--- src/rtl/bemf_sched_if.sv ---
// Handshake bundle between the back-EMF scheduler, the ADC controller and the bemf_update pipeline.
interface bemf_sched_if;
    logic        adc_req;
    logic [3:0]  adc_chan;
    logic        adc_ack;
    logic [9:0]  adc_data;
    logic [9:0]  bu_adc_h;
    logic [9:0]  bu_adc_l;
    logic [1:0]  bu_mot_sel;
    logic        bu_in_valid;
    logic [19:0] bu_bemf_in;
    logic [19:0] bu_calib;
    logic [19:0] bu_bemf_out;
    logic [1:0]  bu_mot_sel_out;
    logic        bu_out_valid;

    modport master (
        output adc_req, adc_chan, bu_adc_h, bu_adc_l, bu_mot_sel, bu_in_valid, bu_bemf_in, bu_calib,
        input  adc_ack, adc_data, bu_bemf_out, bu_mot_sel_out, bu_out_valid
    );

    modport slave (
        input  adc_req, adc_chan, bu_adc_h, bu_adc_l, bu_mot_sel, bu_in_valid, bu_bemf_in, bu_calib,
        output adc_ack, adc_data, bu_bemf_out, bu_mot_sel_out, bu_out_valid
    );
endinterface

--- src/rtl/bemf_sched.sv ---
// Round-robin back-EMF scheduler: waits out each motor's coast window, samples high/low
// ADC channels, pushes one bemf_update transaction and writes the result back.
module bemf_sched #(
    parameter int SETTLE_CYCLES  = 500,
    parameter int RESULT_TIMEOUT = 15,
    parameter int CHAN_BASE      = 0
) (
    input  logic                clk,
    input  logic                rst,
    input  logic                enable,
    input  logic [3:0]          coast,
    input  logic [3:0]          clr,
    input  logic [79:0]         calib,
    bemf_sched_if.master        bus,
    output logic [79:0]         bemf_acc,
    output logic [3:0]          upd,
    output logic                busy
);
    localparam int SET_W = (SETTLE_CYCLES > 2) ? $clog2(SETTLE_CYCLES) : 1;
    localparam int TMO_W = (RESULT_TIMEOUT > 2) ? $clog2(RESULT_TIMEOUT) : 1;
    localparam logic [SET_W-1:0] SET_LAST = SET_W'(SETTLE_CYCLES - 1);
    // WAIT_RES lasts RESULT_TIMEOUT-1 cycles so NEXT lands RESULT_TIMEOUT cycles after ISSUE
    localparam logic [TMO_W-1:0] TMO_LAST = TMO_W'(RESULT_TIMEOUT - 2);

    typedef enum logic [2:0] {
        IDLE     = 3'd0,
        SETTLE   = 3'd1,
        REQ_H    = 3'd2,
        REQ_L    = 3'd3,
        ISSUE    = 3'd4,
        WAIT_RES = 3'd5,
        NEXT     = 3'd6
    } state_t;

    state_t             state_r, state_nxt_s;
    logic [1:0]         ptr_r, ptr_nxt_s;
    logic [SET_W-1:0]   set_cnt_r, set_cnt_nxt_s;
    logic [TMO_W-1:0]   tmo_cnt_r, tmo_cnt_nxt_s;
    logic               ack_s, wr_s;
    logic [3:0]         wr_mask_s;
    logic [3:0]         chan_h_s, chan_l_s;
    logic [3:0][19:0]   calib_s;
    logic [3:0][19:0]   acc_r;
    logic [9:0]         lat_h_r;
    logic               adc_req_r, bu_in_valid_r, busy_r;
    logic [3:0]         adc_chan_r, upd_r;
    logic [9:0]         bu_adc_h_r, bu_adc_l_r;
    logic [1:0]         bu_mot_sel_r;
    logic [19:0]        bu_bemf_in_r, bu_calib_r;

    assign calib_s   = calib;
    assign ack_s     = bus.adc_ack & adc_req_r;
    assign chan_h_s  = 4'(CHAN_BASE) + {1'b0, ptr_r, 1'b0};
    assign chan_l_s  = chan_h_s + 4'd1;
    assign wr_mask_s = wr_s ? (4'b0001 << ptr_r) : 4'b0000;

    // Next-state, pointer and counter logic
    always_comb begin
        state_nxt_s   = state_r;
        ptr_nxt_s     = ptr_r;
        set_cnt_nxt_s = set_cnt_r;
        tmo_cnt_nxt_s = tmo_cnt_r;
        wr_s          = 1'b0;
        case (state_r)
            IDLE: begin
                if (enable) state_nxt_s = SETTLE;
                else        state_nxt_s = IDLE;
            end
            SETTLE: begin
                if (!coast[ptr_r]) begin
                    set_cnt_nxt_s = '0;
                    state_nxt_s   = NEXT;
                end else if (set_cnt_r == SET_LAST) begin
                    set_cnt_nxt_s = '0;
                    state_nxt_s   = REQ_H;
                end else begin
                    set_cnt_nxt_s = set_cnt_r + 1'b1;
                end
            end
            REQ_H: begin
                if (ack_s) state_nxt_s = REQ_L;
                else       state_nxt_s = REQ_H;
            end
            REQ_L: begin
                if (ack_s) state_nxt_s = ISSUE;
                else       state_nxt_s = REQ_L;
            end
            ISSUE: begin
                tmo_cnt_nxt_s = '0;
                state_nxt_s   = WAIT_RES;
            end
            WAIT_RES: begin
                // A result tagged for another motor is dropped; only the timeout moves on
                if (bus.bu_out_valid && (bus.bu_mot_sel_out == ptr_r)) begin
                    wr_s        = 1'b1;
                    state_nxt_s = NEXT;
                end else if (tmo_cnt_r == TMO_LAST) begin
                    state_nxt_s = NEXT;
                end else begin
                    tmo_cnt_nxt_s = tmo_cnt_r + 1'b1;
                end
            end
            NEXT: begin
                ptr_nxt_s = ptr_r + 2'd1;
                if (enable) state_nxt_s = SETTLE;
                else        state_nxt_s = IDLE;
            end
            default: begin
                state_nxt_s = IDLE;
            end
        endcase
    end

    // FSM state, motor pointer and counters
    always_ff @(posedge clk or posedge rst) begin
        if (rst) begin
            state_r   <= IDLE;
            ptr_r     <= 2'd0;
            set_cnt_r <= '0;
            tmo_cnt_r <= '0;
        end else begin
            state_r   <= state_nxt_s;
            ptr_r     <= ptr_nxt_s;
            set_cnt_r <= set_cnt_nxt_s;
            tmo_cnt_r <= tmo_cnt_nxt_s;
        end
    end

    // Registered ADC and pipeline outputs, driven from the upcoming state so they align with it
    always_ff @(posedge clk or posedge rst) begin
        if (rst) begin
            adc_req_r     <= 1'b0;
            adc_chan_r    <= 4'd0;
            lat_h_r       <= 10'd0;
            bu_adc_h_r    <= 10'd0;
            bu_adc_l_r    <= 10'd0;
            bu_mot_sel_r  <= 2'd0;
            bu_in_valid_r <= 1'b0;
            bu_bemf_in_r  <= 20'd0;
            bu_calib_r    <= 20'd0;
            busy_r        <= 1'b0;
        end else begin
            adc_req_r     <= (state_nxt_s == REQ_H) || (state_nxt_s == REQ_L);
            bu_in_valid_r <= (state_nxt_s == ISSUE);
            busy_r        <= (state_nxt_s != IDLE);
            if (state_nxt_s == REQ_H)      adc_chan_r <= chan_h_s;
            else if (state_nxt_s == REQ_L) adc_chan_r <= chan_l_s;
            else                           adc_chan_r <= adc_chan_r;
            if ((state_r == REQ_H) && ack_s) lat_h_r <= bus.adc_data;
            else                             lat_h_r <= lat_h_r;
            // The low-side sample is latched straight into its output on the ISSUE edge
            if ((state_r == REQ_L) && ack_s) begin
                bu_adc_h_r   <= lat_h_r;
                bu_adc_l_r   <= bus.adc_data;
                bu_mot_sel_r <= ptr_r;
                bu_bemf_in_r <= acc_r[ptr_r];
                bu_calib_r   <= calib_s[ptr_r];
            end else begin
                bu_adc_h_r   <= bu_adc_h_r;
                bu_adc_l_r   <= bu_adc_l_r;
                bu_mot_sel_r <= bu_mot_sel_r;
                bu_bemf_in_r <= bu_bemf_in_r;
                bu_calib_r   <= bu_calib_r;
            end
        end
    end

    // Accumulator write-back; a host clear overrides a same-cycle result but upd still pulses
    always_ff @(posedge clk or posedge rst) begin
        if (rst) begin
            acc_r <= '0;
            upd_r <= 4'd0;
        end else begin
            upd_r <= wr_mask_s;
            for (int m = 0; m < 4; m++) begin
                if (clr[m])            acc_r[m] <= 20'd0;
                else if (wr_mask_s[m]) acc_r[m] <= bus.bu_bemf_out;
                else                   acc_r[m] <= acc_r[m];
            end
        end
    end

    assign bus.adc_req     = adc_req_r;
    assign bus.adc_chan    = adc_chan_r;
    assign bus.bu_adc_h    = bu_adc_h_r;
    assign bus.bu_adc_l    = bu_adc_l_r;
    assign bus.bu_mot_sel  = bu_mot_sel_r;
    assign bus.bu_in_valid = bu_in_valid_r;
    assign bus.bu_bemf_in  = bu_bemf_in_r;
    assign bus.bu_calib    = bu_calib_r;
    assign bemf_acc        = acc_r;
    assign upd             = upd_r;
    assign busy            = busy_r;
endmodule
--- src/flat_wrapper.sv ---
// flat-port wrapper written by rule: the top's interface ports become plain ports
module bemf_sched_flat 
#(
    parameter int SETTLE_CYCLES  = 500,
    parameter int RESULT_TIMEOUT = 15,
    parameter int CHAN_BASE      = 0
)
  (clk, rst, enable, coast, clr, calib, bemf_acc, upd, busy, bus_adc_req, bus_adc_chan, bus_bu_adc_h, bus_bu_adc_l, bus_bu_mot_sel, bus_bu_in_valid, bus_bu_bemf_in, bus_bu_calib, bus_adc_ack, bus_adc_data, bus_bu_bemf_out, bus_bu_mot_sel_out, bus_bu_out_valid);
  bemf_sched_if bus_i ();
  input  logic clk;
  input  logic rst;
  input  logic enable;
  input  logic [3:0] coast;
  input  logic [3:0] clr;
  input  logic [79:0] calib;
  output logic [79:0] bemf_acc;
  output logic [3:0] upd;
  output logic busy;
  output wire logic [$bits(bus_i.adc_req)-1:0] bus_adc_req;
  output wire logic [$bits(bus_i.adc_chan)-1:0] bus_adc_chan;
  output wire logic [$bits(bus_i.bu_adc_h)-1:0] bus_bu_adc_h;
  output wire logic [$bits(bus_i.bu_adc_l)-1:0] bus_bu_adc_l;
  output wire logic [$bits(bus_i.bu_mot_sel)-1:0] bus_bu_mot_sel;
  output wire logic [$bits(bus_i.bu_in_valid)-1:0] bus_bu_in_valid;
  output wire logic [$bits(bus_i.bu_bemf_in)-1:0] bus_bu_bemf_in;
  output wire logic [$bits(bus_i.bu_calib)-1:0] bus_bu_calib;
  input wire logic [$bits(bus_i.adc_ack)-1:0] bus_adc_ack;
  input wire logic [$bits(bus_i.adc_data)-1:0] bus_adc_data;
  input wire logic [$bits(bus_i.bu_bemf_out)-1:0] bus_bu_bemf_out;
  input wire logic [$bits(bus_i.bu_mot_sel_out)-1:0] bus_bu_mot_sel_out;
  input wire logic [$bits(bus_i.bu_out_valid)-1:0] bus_bu_out_valid;
  assign bus_adc_req = bus_i.adc_req;
  assign bus_adc_chan = bus_i.adc_chan;
  assign bus_bu_adc_h = bus_i.bu_adc_h;
  assign bus_bu_adc_l = bus_i.bu_adc_l;
  assign bus_bu_mot_sel = bus_i.bu_mot_sel;
  assign bus_bu_in_valid = bus_i.bu_in_valid;
  assign bus_bu_bemf_in = bus_i.bu_bemf_in;
  assign bus_bu_calib = bus_i.bu_calib;
  assign bus_i.adc_ack = bus_adc_ack;
  assign bus_i.adc_data = bus_adc_data;
  assign bus_i.bu_bemf_out = bus_bu_bemf_out;
  assign bus_i.bu_mot_sel_out = bus_bu_mot_sel_out;
  assign bus_i.bu_out_valid = bus_bu_out_valid;
  bemf_sched #(.SETTLE_CYCLES(SETTLE_CYCLES), .RESULT_TIMEOUT(RESULT_TIMEOUT), .CHAN_BASE(CHAN_BASE)) u_core (.clk(clk), .rst(rst), .enable(enable), .coast(coast), .clr(clr), .calib(calib), .bus(bus_i), .bemf_acc(bemf_acc), .upd(upd), .busy(busy));
endmodule
--- config.mk ---
export PLATFORM = sky130hd
export DESIGN_NAME = bemf_sched_flat
export DESIGN_NICKNAME = d
export VERILOG_FILES = /design/src/rtl/bemf_sched_if.sv /design/src/rtl/bemf_sched.sv /design/src/flat_wrapper.sv
export SDC_FILE = /design/constraint.sdc
export NUM_CORES = 1
export LEC_CHECK = 0
export ABC_AREA = 1
export BUFFER_PORTS_ARGS = -buffer_cell sky130_fd_sc_hd__buf_4
export CAP_MARGIN = 20
export CORE_UTILIZATION = 55
export CTS_CLUSTER_SIZE = 40
export DETAILED_ROUTE_END_ITERATION = 10
export PLACE_DENSITY = 0.86
export SYNTH_ARGS = -nofsm -noshare
export SYNTH_HDL_FRONTEND = slang
export SYNTH_SLANG_ARGS = --single-unit
--- constraint.sdc ---
create_clock -name clk -period 9 [get_ports clk]
set_input_delay 0.9 -clock clk [delete_from_list [all_inputs] [get_ports clk]]
set_output_delay 0.9 -clock clk [all_outputs]
set_load 0.005 [all_outputs]
# Word-level counts from Yosys, hierarchy flattened

Index checks and enable logic that the tools add are counted.

Flip-flop bits (word level): 181
Latch bits: 0
Memory bits (writable): 0
ROM bits: 0
Output and inout port bits: 153
Memories kept: 0

Add/sub/neg operators: 4
Multiply operators: 0
Divide/modulo/power cells: 0
Order comparisons: 1
Equality and inequality tests: 14
Shifts and indexed selects: 1
Multiplexer cells: 32
Bitwise operators: 1
Reduce and logical (&&, ||, !) cells: 14

Operators by type and width:

| cell                                                                         | number |
|---|---|
| 20-bit 2-to-1 mux                                                            | 10 |
| 20-bit binary-select mux with 2-bit select                                   | 2 |
| 4-bit 2-to-1 mux                                                             | 5 |
| 9-bit 2-to-1 mux                                                             | 2 |
| 3-bit case mux with 6 select lines                                           | 1 |
| 3-bit 2-to-1 mux                                                             | 5 |
| 3-bit by 2-bit equality test with 1-bit output, second input constant        | 4 |
| 3-bit equality test, second input constant                                   | 4 |
| 2-bit nonzero test                                                           | 6 |
| 9-bit by 1-bit adder with 9-bit output, second input constant                | 1 |
| 9-bit equality test, second input constant                                   | 1 |
| 4-bit case mux with 2 select lines                                           | 1 |
| 1-bit 2-to-1 mux                                                             | 5 |
| 3-bit by 1-bit adder with 4-bit output, second input constant                | 1 |
| 4-bit by 1-bit adder with 4-bit output, second input constant                | 1 |
| 4-bit equality test, second input constant                                   | 1 |
| 2-bit != test, second input constant                                         | 2 |
| 1-bit by 2-bit left shift with 4-bit output, first input constant            | 1 |
| 3-bit by 1-bit equality test with 1-bit output, second input constant        | 1 |
| 1-bit logical AND                                                            | 3 |
| 3-bit logical NOT                                                            | 1 |
| 2-bit by 3-bit less-than comparator with 1-bit output, second input constant | 1 |
| 3-bit AND reduction                                                          | 1 |
| 3-bit nonzero test                                                           | 1 |
| 6 further kinds                                                              | 6 |

# Logic depth before layout (Yosys ltp)

Depth after elaboration: 7
Depth in mapped cells: 12
Mapped depth without buffers: 11

# Least setup slack after synthesis

No wires, ideal clock.

Path kind: input port to flip-flop
From: input bus_bu_mot_sel_out[0]
To: register u_core.acc_r (netlist bit u_core.bemf_acc[40])
Setup time: 0.116 ns
Data arrival time: 1.717 ns
Data required time: 8.884 ns
Setup slack: 7.167 ns
Stages: 11
Path buffers: 1
Cell sequence: nand2_1 -> nand2_1 -> nor2_4 -> nand3_4 -> inv_4 -> nand2_4 -> nand2_4 -> inv_4 -> buf_8 -> nand2_2 -> nand2_1

Word-level cells in the longest chain between the ends: 6

Ends and longest elaborated chain:

| what                            | RTL line           | RTL |
|---|---|---|
| from (decl)                     | flat_wrapper.sv:30 | `input wire logic [$bits(bus_i.bu_mot_sel_out)-1:0] bus_bu_mot_sel_out;` |
| 2-bit equality test             | bemf_sched.sv:94   | `if (bus.bu_out_valid && (bus.bu_mot_sel_out == ptr_r)) begin` |
| 1-bit logical AND               | bemf_sched.sv:94   |  |
| 1-bit 2-to-1 mux                | bemf_sched.sv:94   |  |
| 1-bit 2-to-1 mux                | bemf_sched.sv:64   | `case (state_r)` |
| 4-bit 2-to-1 mux                | bemf_sched.sv:55   | `assign wr_mask_s = wr_s ? (4'b0001 << ptr_r) : 4'b0000;` |
| 2-bit nonzero test (no line)    | -                  |  |
| to (signal, indexed assignment) | bemf_sched.sv:177  | `else if (wr_mask_s[m]) acc_r[m] <= bus.bu_bemf_out;` |
| to (signal, indexed assignment) | bemf_sched.sv:178  | `else acc_r[m] <= acc_r[m];` |
| to (decl)                       | bemf_sched.sv:43   | `logic [3:0][19:0] acc_r;` |

No other way between the ends.
A chain may end at the register's enable or synchronous reset.

# Worst setup path in the final report

From: register u_core.ptr_r[0]
To: register u_core.acc_r (netlist bit u_core.bemf_acc[36])

Word-level cells in the longest chain between the ends: 6
Elaborated cells between the ends (all ways): 7
Those cells by class: 1 x eq/ne; 1 x shift; 3 x mux; 2 x reduce/logical

Ends and longest elaborated chain:

| what                             | RTL line          | RTL |
|---|---|---|
| from (decl)                      | bemf_sched.sv:36  | `logic [1:0] ptr_r, ptr_nxt_s;` |
| from (signal assigned)           | bemf_sched.sv:123 | `ptr_r <= ptr_nxt_s;` |
| 2-bit equality test              | bemf_sched.sv:94  |  |
| 1-bit logical AND                | bemf_sched.sv:94  |  |
| 1-bit 2-to-1 mux                 | bemf_sched.sv:94  |  |
| 1-bit 2-to-1 mux                 | bemf_sched.sv:64  |  |
| 4-bit 2-to-1 mux (*)             | bemf_sched.sv:55  |  |
| 2-bit nonzero test (no line) (*) | -                 |  |

Every way passes the cells marked *; elsewhere a longest branch is shown, timed or not.

==> out/metrics.yaml <==
seqPwrFrac_pct: 40.6
synth_xor_area_share_pct: 0.633
drive_gt1_share_pct: 28.6
grt_usage_pct: 31.5
final_hold_viol_count: 0
fin_hold_ws_ns: 0.380
switching_share_pct: 35.6
numCtsBuffers: 17
cts_setup_buffers: 0
wl_per_cell_um: 16.4
max_slew_margin_pct: 26.1
crit_buf_inv: 2
vdd_drop_max_mv: 0.161
syn_inst: 1039
num_rows: 45
drv_slew: 0
synth_compound_area_share_pct: 13.3
grt_pass1_wl_mm: 39.2
cts_tree: "built"
synth_nets: 1171
drtPass1Iterations: 6
cp-end-kind: "register"
cts_resized: 0
worst_slew_pin_slew_ns: 1.11
synthSimpleGateAreaFrac_pct: 24.4
ctsHtreeMaxLevel: 4
ys_ff_latch: 180
drv_cap: 0
mostFrequentLayoutCells: "nand2_1 (348), buf_4 (281), dfrtp_1 (178)"
vias: 8052
cts.sinks: 180
die_w_um: 126
drc: 0
syn_area_per_cell_um2: 8.18
fmax_mhz: 271
power.switching_uw: 1010
final.setup.tns_ns: 0
synth_cell_types: 39
clock_skew_ns: 0.0113
crit_chain: "inv_2 -> nand2_1 -> nand2_1 -> nor2_4 -> nand3_4 -> inv_4 -> nand2_2 -> nor2_2 -> nand2_1 -> o21ai_2"
cts_root_buffer: "clkbuf_16"
cts.clk_slew.worst_paths_ns: 0.07
finalCritPeriodShare_pct: 40.9
period_minus_slack_ns: 3.68
critPathTopFamily: "simple AND/OR/NAND/NOR gates"
cpPeakStageDelay_ns: 1.16
clk_latency_ns: 0.43
place_congestion: 0.876
dieHeight_um: 126
cp-start-kind: "register"
required_ns: 9.35
final_util_pct: 73.5
synth_top_family_by_area: "simple AND/OR/NAND/NOR gates"
r2r-start: "u_core.ptr_r[0]"
drt_iter0_drc: 601
routed_wl_mm: 24.3
cts_hold_repair.buffers: 0
design.core.area_um2: 15100
diodes: 0
power_uw: 2830
p_leak_uw: 0.00603
grt_max_degree: 114
grt_pass1_vias: 7804
critical_path_class: "reg2reg"
layout_commonest_cell: "nand2_1"
crit_path_start: "u_core.ptr_r[0]"
antenna_found_initial: 0
muxShareOfSynthArea_pct: 0.118
ys_seq_area_share_pct: 53.0
ant_nets: 0
setup_violations: 0
arrival_ns: 4.04
cts_buffer_depth: 2
p_int_uw: 1830
synthAdderAreaFrac_pct: 1.03
crit_path_frequent_cell: "nand2_1"
status: "completed"
hpwl_mm: 16.4
combPwrFrac_pct: 33.5
area_delta_synth_final_pct: 31.1
crit_path_top_delay_cell: "dfrtp_4"
io_buffers: 276
nets: 1414
power_density_nw_per_um2: 254
dieArea_um2: 16000
path_max_fanout: 113
clkPwrFrac_pct: 26.0
boundaryPins: 278
rsz0062_at_grt: "no"
start_util_pct: 56.1
grt_overflow: 0
synth_warnings: 0
worstHoldPathType: "in2async"
via_per_inst: 5.43
synthesis.area_um2: 8500
## power groups by stage
| stage | clock, µW | sequential, µW | combinational, µW |
|---|---|---|---|
| final | 735 | 1150 | 948 |
| after global routing | 778 | 1170 | 1060 |
| after CTS | 741 | 1150 | 946 |
| after detailed placement | 0 | 1160 | 937 |
| after global placement | 0 | 1140 | 909 |
| after floorplan | 0 | 1090 | 613 |
## area by class of cell
class,count,area [µm²]
clock inverter,9,104
multi-input combinational,720,3360
timing repair buffer,282,2140
tap,188,235
fill,1131,4010
inverter,81,315
sequential,180,4510
clock buffer,22,474
## stage by stage
step / worst slack, ns / cells / cell area (µm²)
3_3_place_gp: 5.56 / 1450 / 10500
5_1_grt: 4.98 / 1482 / 11100
2_1_floorplan: 3.21 / 1039 / 8500
4_1_cts: 5.36 / 1481 / 11100
6_report: 5.32 / 1482 / 11100
3_5_place_dp: 5.40 / 1450 / 10500
## synth_stat cells (all sizes together)
master | count | area share [%]
nand2 | 365 | 17
dfrtp | 180 | 53
o21ai | 131 | 8.6
nor2 | 110 | 5.1
inv | 80 | 3.6
buf | 39 | 3.0
nand3 | 32 | 2.1
o22ai | 23 | 1.7
clkbuf | 19 | 0.84
a31oi | 17 | 1.3
a21oi | 14 | 0.82
o211ai | 8 | 0.71
ha | 7 | 1.0
xor2 | 3 | 0.31
a22oi | 1 | 0.088
clkinv | 1 | 0.059
conb | 1 | 0.044
mux2i | 1 | 0.12
nand3b | 1 | 0.088
nand4 | 1 | 0.074
nor3 | 1 | 0.059
nor4 | 1 | 0.074
o21a | 1 | 0.088
or2 | 1 | 0.074
xnor2 | 1 | 0.32
## metal layers
| layer | wire (µm) | part of all wire (%) | track usage [%] |
|---|---|---|---|
| met5 | 0 | 0 | 0 |
| met4 | 680 | 2.8 | 12.9 |
| met3 | 2090 | 8.6 | 9.45 |
| met2 | 12000 | 49 | 53.2 |
| met1 | 9520 | 39 | 37.9 |
## final timing paths
| path | depth (start not counted) | end | slack [ns] |
|---|---|---|---|
| max | 10 | u_core.bemf_acc[36] | 5.32 |
| min | 2 | u_core.bus.bu_calib[3] | 0.38 |
| max reg2reg | 10 | u_core.bemf_acc[36] | 5.32 |
| min reg2reg | 2 | u_core.bus.bu_adc_h[3] | 0.47 |
| max in group asynchronous | 4 | u_core.ptr_r[0] | 6.92 |
| min in group clk | 2 | u_core.bus.bu_adc_h[3] | 0.47 |
## registers in the layout, summed over array words and instances, names as in the netlist, 2 cells and up
register and count:
u_core.tmo_cnt_r 4, u_core.lat_h_r 10, u_core.bus.bu_adc_l 10, u_core.bus.bu_calib 20
u_core.bus.adc_chan 3, u_core.state_r 3, u_core.set_cnt_r 9, u_core.bus.bu_adc_h 10
u_core.bus.bu_mot_sel 2, u_core.ptr_r 2, u_core.upd 4, u_core.bus.bu_bemf_in 20
u_core.bemf_acc 80
## kinds of logic (layout without fill, tap and decap cells)
kind of cell,after synthesis,count (layout)
xor gates and xnor gates,4,4
adders and majority gates,7,7
buffers and inverters,139,394
AOI/OAI and AO/OA,195,195
and+or+nand+nor,512,512
muxes,1,1
other,1,1
DFF,180,180
## worst register-to-register path, stage by stage, from the launching register on
cell and delay [ns]:
dfrtp_4 1.16, inv_2 0.73, nand2_1 0.21, nand2_1 0.10, nor2_4 0.12, nand3_4 0.10
inv_4 0.12, nand2_2 0.08, nor2_2 0.73, nand2_1 0.16, o21ai_2 0.11
(Power assumes the default switching activity.)
